File: src/rtl/sparse_pkg.sv
// Shared definitions for the sparse dot-product engine: default sizing,
// the control state encoding and the width rule for the optional
// pair counter (enabled with SPARSE_STATS_EN).
package sparse_pkg;

  localparam int DEF_N     = 16;
  localparam int DEF_W     = 8;
  localparam int DEF_ACC_W = 24;

  typedef enum logic [1:0] {
    ST_IDLE = 2'd0,
    ST_SCAN = 2'd1,
    ST_DONE = 2'd2
  } state_t;

  // Width of the multiplied-pair counter for an N-element engine.
  function automatic int nnz_width(input int n);
    return $clog2(n * 256) + 1;
  endfunction

endpackage

File: src/rtl/sparse_dot_engine_nz_pri_enc.sv
// Lowest-set-bit priority encoder: returns the index of the lowest set
// bit of the mask and whether any bit is set at all.
module nz_pri_enc #(
  parameter int N = 16,
  parameter int IW = (N > 1) ? $clog2(N) : 1
) (
  input  logic [N-1:0]  mask,
  output logic [IW-1:0] idx,
  output logic          any
);

  // Scan from the top down so the lowest set index is the last one written.
  always_comb begin
    idx = '0;
    any = 1'b0;
    for (int i = N - 1; i >= 0; i--) begin
      if (mask[i]) begin
        idx = i[IW-1:0];
        any = 1'b1;
      end else begin
        idx = idx;
      end
    end
  end

endmodule

File: src/rtl/sparse_dot_engine.sv
// Sparse dot-product engine. Each accepted beat registers two packed
// vectors, marks the element positions where both operands are nonzero,
// then multiplies and accumulates one marked pair per cycle (lowest index
// first) plus one closing cycle. A beat flagged last presents the result,
// which is held until the consumer takes it. Accumulation wraps at ACC_W
// bits with a sticky carry-out flag.
// Optional feature: define SPARSE_STATS_EN to add out_nnz, the count of
// multiplied pairs contributing to the presented result.
module sparse_dot_engine
  import sparse_pkg::*;
#(
  parameter int N     = DEF_N,
  parameter int W     = DEF_W,
  parameter int ACC_W = DEF_ACC_W
) (
  input  logic               clk,
  input  logic               rst,
  input  logic               in_valid,
  output logic               in_ready,
  input  logic [N*W-1:0]     Vector_A,
  input  logic [N*W-1:0]     Vector_B,
  input  logic               in_last,
  output logic               out_valid,
  input  logic               out_ready,
  output logic [ACC_W-1:0]   out_Final,
`ifdef SPARSE_STATS_EN
  output logic [nnz_width(N)-1:0] out_nnz,
`endif
  output logic               out_ovf
);

  localparam int IW = (N > 1) ? $clog2(N) : 1;
  // Sum is wide enough to hold either operand plus one carry bit.
  localparam int SW = ((ACC_W > 2 * W) ? ACC_W : 2 * W) + 1;

  state_t           state;
  state_t           state_next;
  logic [N*W-1:0]   a_reg;
  logic [N*W-1:0]   b_reg;
  logic             last_reg;
  logic [N-1:0]     mask;
  logic [N-1:0]     nz_mask;
  logic [ACC_W-1:0] acc;
  logic             ovf;
  logic [IW-1:0]    pe_idx;
  logic             pe_any;
  logic [2*W-1:0]   prod;
  logic [SW-1:0]    sum;
  logic             carry;

  nz_pri_enc #(.N(N), .IW(IW)) u_pri_enc (
    .mask (mask),
    .idx  (pe_idx),
    .any  (pe_any)
  );

  // Positions where both incoming operands are nonzero qualify for a multiply.
  always_comb begin
    nz_mask = '0;
    for (int i = 0; i < N; i++) begin
      nz_mask[i] = (|Vector_A[i*W +: W]) && (|Vector_B[i*W +: W]);
    end
  end

  // Multiply the selected pair and add it to the accumulator with a carry-out.
  always_comb begin
    prod  = a_reg[pe_idx*W +: W] * b_reg[pe_idx*W +: W];
    sum   = SW'(acc) + SW'(prod);
    carry = |sum[SW-1:ACC_W];
  end

  // Control state register.
  always_ff @(posedge clk) begin
    if (rst) begin
      state <= ST_IDLE;
    end else begin
      state <= state_next;
    end
  end

  // Next-state decode: accept, drain the mask, then close or wait for more.
  always_comb begin
    state_next = state;
    case (state)
      ST_IDLE: begin
        if (in_valid) begin
          state_next = ST_SCAN;
        end else begin
          state_next = ST_IDLE;
        end
      end
      ST_SCAN: begin
        if (!pe_any) begin
          state_next = last_reg ? ST_DONE : ST_IDLE;
        end else begin
          state_next = ST_SCAN;
        end
      end
      ST_DONE: begin
        if (out_ready) begin
          state_next = ST_IDLE;
        end else begin
          state_next = ST_DONE;
        end
      end
      default: state_next = ST_IDLE;
    endcase
  end

  // Operand capture, per-pair accumulation and result release.
  always_ff @(posedge clk) begin
    if (rst) begin
      a_reg    <= '0;
      b_reg    <= '0;
      last_reg <= 1'b0;
      mask     <= '0;
      acc      <= '0;
      ovf      <= 1'b0;
    end else begin
      case (state)
        ST_IDLE: begin
          if (in_valid) begin
            a_reg    <= Vector_A;
            b_reg    <= Vector_B;
            last_reg <= in_last;
            mask     <= nz_mask;
          end
        end
        ST_SCAN: begin
          if (pe_any) begin
            acc          <= sum[ACC_W-1:0];
            ovf          <= ovf | carry;
            mask[pe_idx] <= 1'b0;
          end
        end
        ST_DONE: begin
          if (out_ready) begin
            acc <= '0;
            ovf <= 1'b0;
          end
        end
        default: begin
          mask <= '0;
        end
      endcase
    end
  end

`ifdef SPARSE_STATS_EN
  localparam int NNZ_W = nnz_width(N);
  logic [NNZ_W-1:0] nnz;

  // Count multiplied pairs; cleared together with the accumulator.
  always_ff @(posedge clk) begin
    if (rst) begin
      nnz <= '0;
    end else if (state == ST_SCAN && pe_any) begin
      nnz <= nnz + {{(NNZ_W-1){1'b0}}, 1'b1};
    end else if (state == ST_DONE && out_ready) begin
      nnz <= '0;
    end
  end

  assign out_nnz = nnz;
`endif

  assign in_ready  = (state == ST_IDLE);
  assign out_valid = (state == ST_DONE);
  assign out_Final = acc;
  assign out_ovf   = ovf;

endmodule

File: config.mk
export PLATFORM = sky130hd
export DESIGN_NAME = sparse_dot_engine
export DESIGN_NICKNAME = d
export VERILOG_FILES = /design/src/rtl/sparse_pkg.sv /design/src/rtl/sparse_dot_engine_nz_pri_enc.sv /design/src/rtl/sparse_dot_engine.sv
export SDC_FILE = /design/constraint.sdc
export NUM_CORES = 1
export LEC_CHECK = 0
export BUFFER_PORTS_ARGS = -buffer_cell sky130_fd_sc_hd__buf_2
export CORE_MARGIN = 8
export CORE_UTILIZATION = 51
export CTS_BUF_LIST = sky130_fd_sc_hd__clkbuf_16
export CTS_CLUSTER_DIAMETER = 200
export DETAILED_ROUTE_END_ITERATION = 10
export PLACE_DENSITY = 0.74
export SETUP_SLACK_MARGIN = 0.05
export SLEW_MARGIN = 10
export SYNTH_ARGS = -nofsm -noshare
export SYNTH_HDL_FRONTEND = slang
export SYNTH_SLANG_ARGS = --single-unit
File: constraint.sdc
create_clock -name clk -period 6 [get_ports clk]
set_clock_uncertainty 0.2 [all_clocks]
set_input_delay 1.2 -clock clk [delete_from_list [all_inputs] [get_ports clk]]
set_output_delay 1.2 -clock clk [all_outputs]
set_load 0.01 [all_outputs]
==> key figures <==
Run status
  – Status: complete, but fails checks
  – Failing checks: negative setup slack

Final layout
  – Inserted Diodes: 0
  – Commonest cells after routing, fill and taps aside: nand2_1, a21oi_1, dfxtp_1
  – Fin nets: 2,941
  – Area Growth Syn to Fin: 37.57%
  – Multi-input logic area: 9955 um2
  – Share of cells above drive strength 1: 0.2951
  – Commonest non-fill, non-tap cell in the layout: nand2_1
  – Fillers: 2,442
  – FF/Latch Area: 6021 um2
  – Design Area, Final: 21,840 um2
  – Post-Layout Cell Count: 3,009

Setup path
  – Arrival time worst endpoint: 7100 ps
  – Worst Setup End Kind: register
  – Critical path type: reg2reg
  – Startpoint Class: register
  – Crit Path Max Fanout: 8
  – CP peak stage delay: 540 ps
  – Most numerous cell on the critical path: fa_1
  – Req. time, crit path: 6200 ps
  – Worst Path Buf+Inv: 7
  – Slowest CP cell: fa_1
  – Crit-path leading delay family: adder cells

Pwr
  – Logic pwr share: 0.597
  – Flop pwr share: 0.213
  – Static Leak: 0.009468 uW
  – Switch Pwr: 4186 uW
  – Peak supply drop: 0.5164 mV
  – Sw Share: 0.3955
  – Clock power share: 0.190
  – Pwr/cell area: 484.8 nW/um2
  – Pint: 6399 uW

Routing
  – Antenna Nets Post-Route: 0
  – Routed vias/inst: 5.764
  – Remaining DRCs: 0
  – Via Count: 17,344
  – DRT iter0 DRCs: 1,670
  – Wire per inst: 20.50 um
  – DR pass1 iterations: 5
  – Total Wirelength: 61.69 mm

Clock network
  – Maximum clock insertion buffer count: 3
  – # H-tree levels: 2
  – CTS tree: built
  – Clock slew at reported path FFs: 60 ps
  – Root Buffer: clkbuf_16
  – CTS sink cnt: 300
  – Clk_lat worst skew: 530 ps
  – Total CTS buffers: 34

Placed design
  – Post-placement cell area: 19,210 um2
  – Setup WS pre-CTS: -1362 ps
  – DP HPWL: 45.95 mm
  – Placed cells: 2,883
  – I/O Buffers: 287
  – Gpl congestion: 0.9688

Floorplanning
  – Die Span Y: 192.4 um
  – Num rows: 64
  – Core area: 30,590 um2
  – Die area: 37,020 um2
  – Die Wd: 192.4 um
  – I/O pin cnt: 288
  – Starting Density: 0.5189

Synthesis
  – Synth Area in Adders: 0.09538
  – Post-synthesis xor/xnor area fraction: 0.006621
  – Post-synthesis sequential area ratio: 0.3784
  – Yosys cell types: 60
  – Synth Area in Compound Gates: 0.1726
  – Synth async-reset ratio: 0
  – Mux contribution to synthesized area: 0.01269
  – Post-synth EDFFs: 0
  – Cell taking the most area after synthesis: dfxtp_1
  – Ys Warns: 0
  – Simple-Gate Fraction of Synth Area: 0.2773
  – Top cells by area, synth: dfxtp_1, nand2_1, a21oi_1, fa_1, nor4_1
  – Mapped cell area: 15,870 um2
  – Post-Syn Instances: 2,120
  – Post-synth top area share: 0.3784
  – Syn Area/Cell: 7.487 um2
  – Synth Net Count: 2,472
  – Largest family of logic cells by synthesized area: simple AND/OR/NAND/NOR gates
  – Post-synthesis register bit count: 300
  – Synth Flop Type: dfxtp_1

Timing
  – Fmax: 144.8 MHz
  – Setup TNS: -14,650 ps
  – Minimum clock period: 6906 ps
  – Fin. max-slew vios: 0
  – Final hold vios: 0
  – Final setup viols: 20
  – RSZ-0062 raised after global routing: yes
  – Final worst-path cycle share: 1.151
  – Slew @ Worst Pin: 1150 ps
  – Hold_ws: 252.9 ps
  – Setup WS post-layout: -906.3 ps
  – Slew headroom: 0.2334

Hold path
  – Hold Crit Class: reg2reg

GRT
  – Vias in the first global route: 16,925
  – Met1 Use GR: 0.4597
  – GRT busiest layer: met2
  – Grt total ovfl: 0
  – Initial antenna violation count: 0
  – GRT Overall Usage: 0.3211
  – Met3 Track Usage GR: 0.05457
  – Pin count of the biggest net entering global routing: 154
  – First-pass GRT wire length: 93.94 mm
  – Met2 usage: 0.4924

Job
  – Max-cap violation count: 0
cells in the mapped netlist (3+ instances only):
master    count
fa_1         50
inv_1       101
mux2i_1      19
nor4_1       84
nor3_1       40
o22ai_1       6
nand2_1     641
or3_1        10
a21boi_0      3
ha_1         41
o22a_1       10
nand4_1      16
a211oi_1     49
nor4_2        3
nand3_1      41
or4_1         4
and2_1        6
a32o_1        4
xnor2_1       4
a31oi_1       9
and3_1       48
or2_1        19
a22oi_1       9
a21oi_1     305
o21ai_0      24
nor2_1       65
a22o_1        3
a221oi_1      4
nor2b_1      11
xor2_1        8
a32oi_1       9
a21o_1       12
buf_2        15
dfxtp_1     300
clkbuf_1    113
nand2b_1      5
final timing paths:
kind	start	endpoint	slack (ps)	cells past startpoint
hold / removal	a_reg[37]	a_reg[37]	250	2
setup / recovery	mask[2]	out_Final[20]	-910	27
hold reg to reg	a_reg[37]	a_reg[37]	250	2
setup reg to reg	mask[2]	out_Final[20]	-910	27
per-stage QoR:
step | utilization | power [uW]
global placement | 0.6279 | 6980
CTS | 0.7008 | 10010
floorplan | - | 5123
global route | 0.7138 | 11260
detailed placement | 0.6279 | 7081
finish | 0.7138 | 10590
routing by layer:
layer / part of all wire / wire length [um]
met1: 0.44 / 27290
met2: 0.45 / 27620
met3: 0.086 / 5302
met4: 0.024 / 1479
met5: 0 / 0
area by class of cell:
cell class / count / share of cell area
Multi-Input combinational cell: 1588 / 0.4559
Sequential cell: 300 / 0.2757
Timing Repair Buffer: 564 / 0.1798
Clock buffer: 35 / 0.04011
Tap cell: 396 / 0.02269
Inverter: 101 / 0.01736
Clock inverter: 25 / 0.008423
power groups by stage:
stage | sequential, uW | clock, uW | combinational, uW
2_1_floorplan | 2260 | 0 | 2860
3_3_place_gp | 2280 | 0 | 4700
3_5_place_dp | 2280 | 0 | 4800
4_1_cts | 2240 | 2020 | 5750
5_1_grt | 2260 | 2110 | 6890
6_report | 2250 | 2010 | 6320
tightest hold or removal path, delay by kind of cell, from the launching register on:
| family | cells | cell delay [ps] |
|---|---|---|
| AND/OR/NAND/NOR | 1 | 50 |
| flip-flops | 1 | 300 |
| AO/OA/AOI/OAI | 1 | 50 |
kinds of logic after synthesis:
family / count (synthesis)
AND/OR/NAND/NOR: 997
flip-flops: 300
adder cells (fa/ha/maj): 91
AO/OA/AOI/OAI: 467
buffers and inverters: 233
multiplexers: 20
XOR/XNOR: 12
timing repair:
item | CTS | global route
buffers inserted | 51 | 16
pin swaps | 66 | 76
gates cloned | 3 | 0
hold buffers | 0 | 0
resized for setup | 136 | 73
endpoints found under the setup margin | 21 | 21
(Power assumes the default switching activity.)
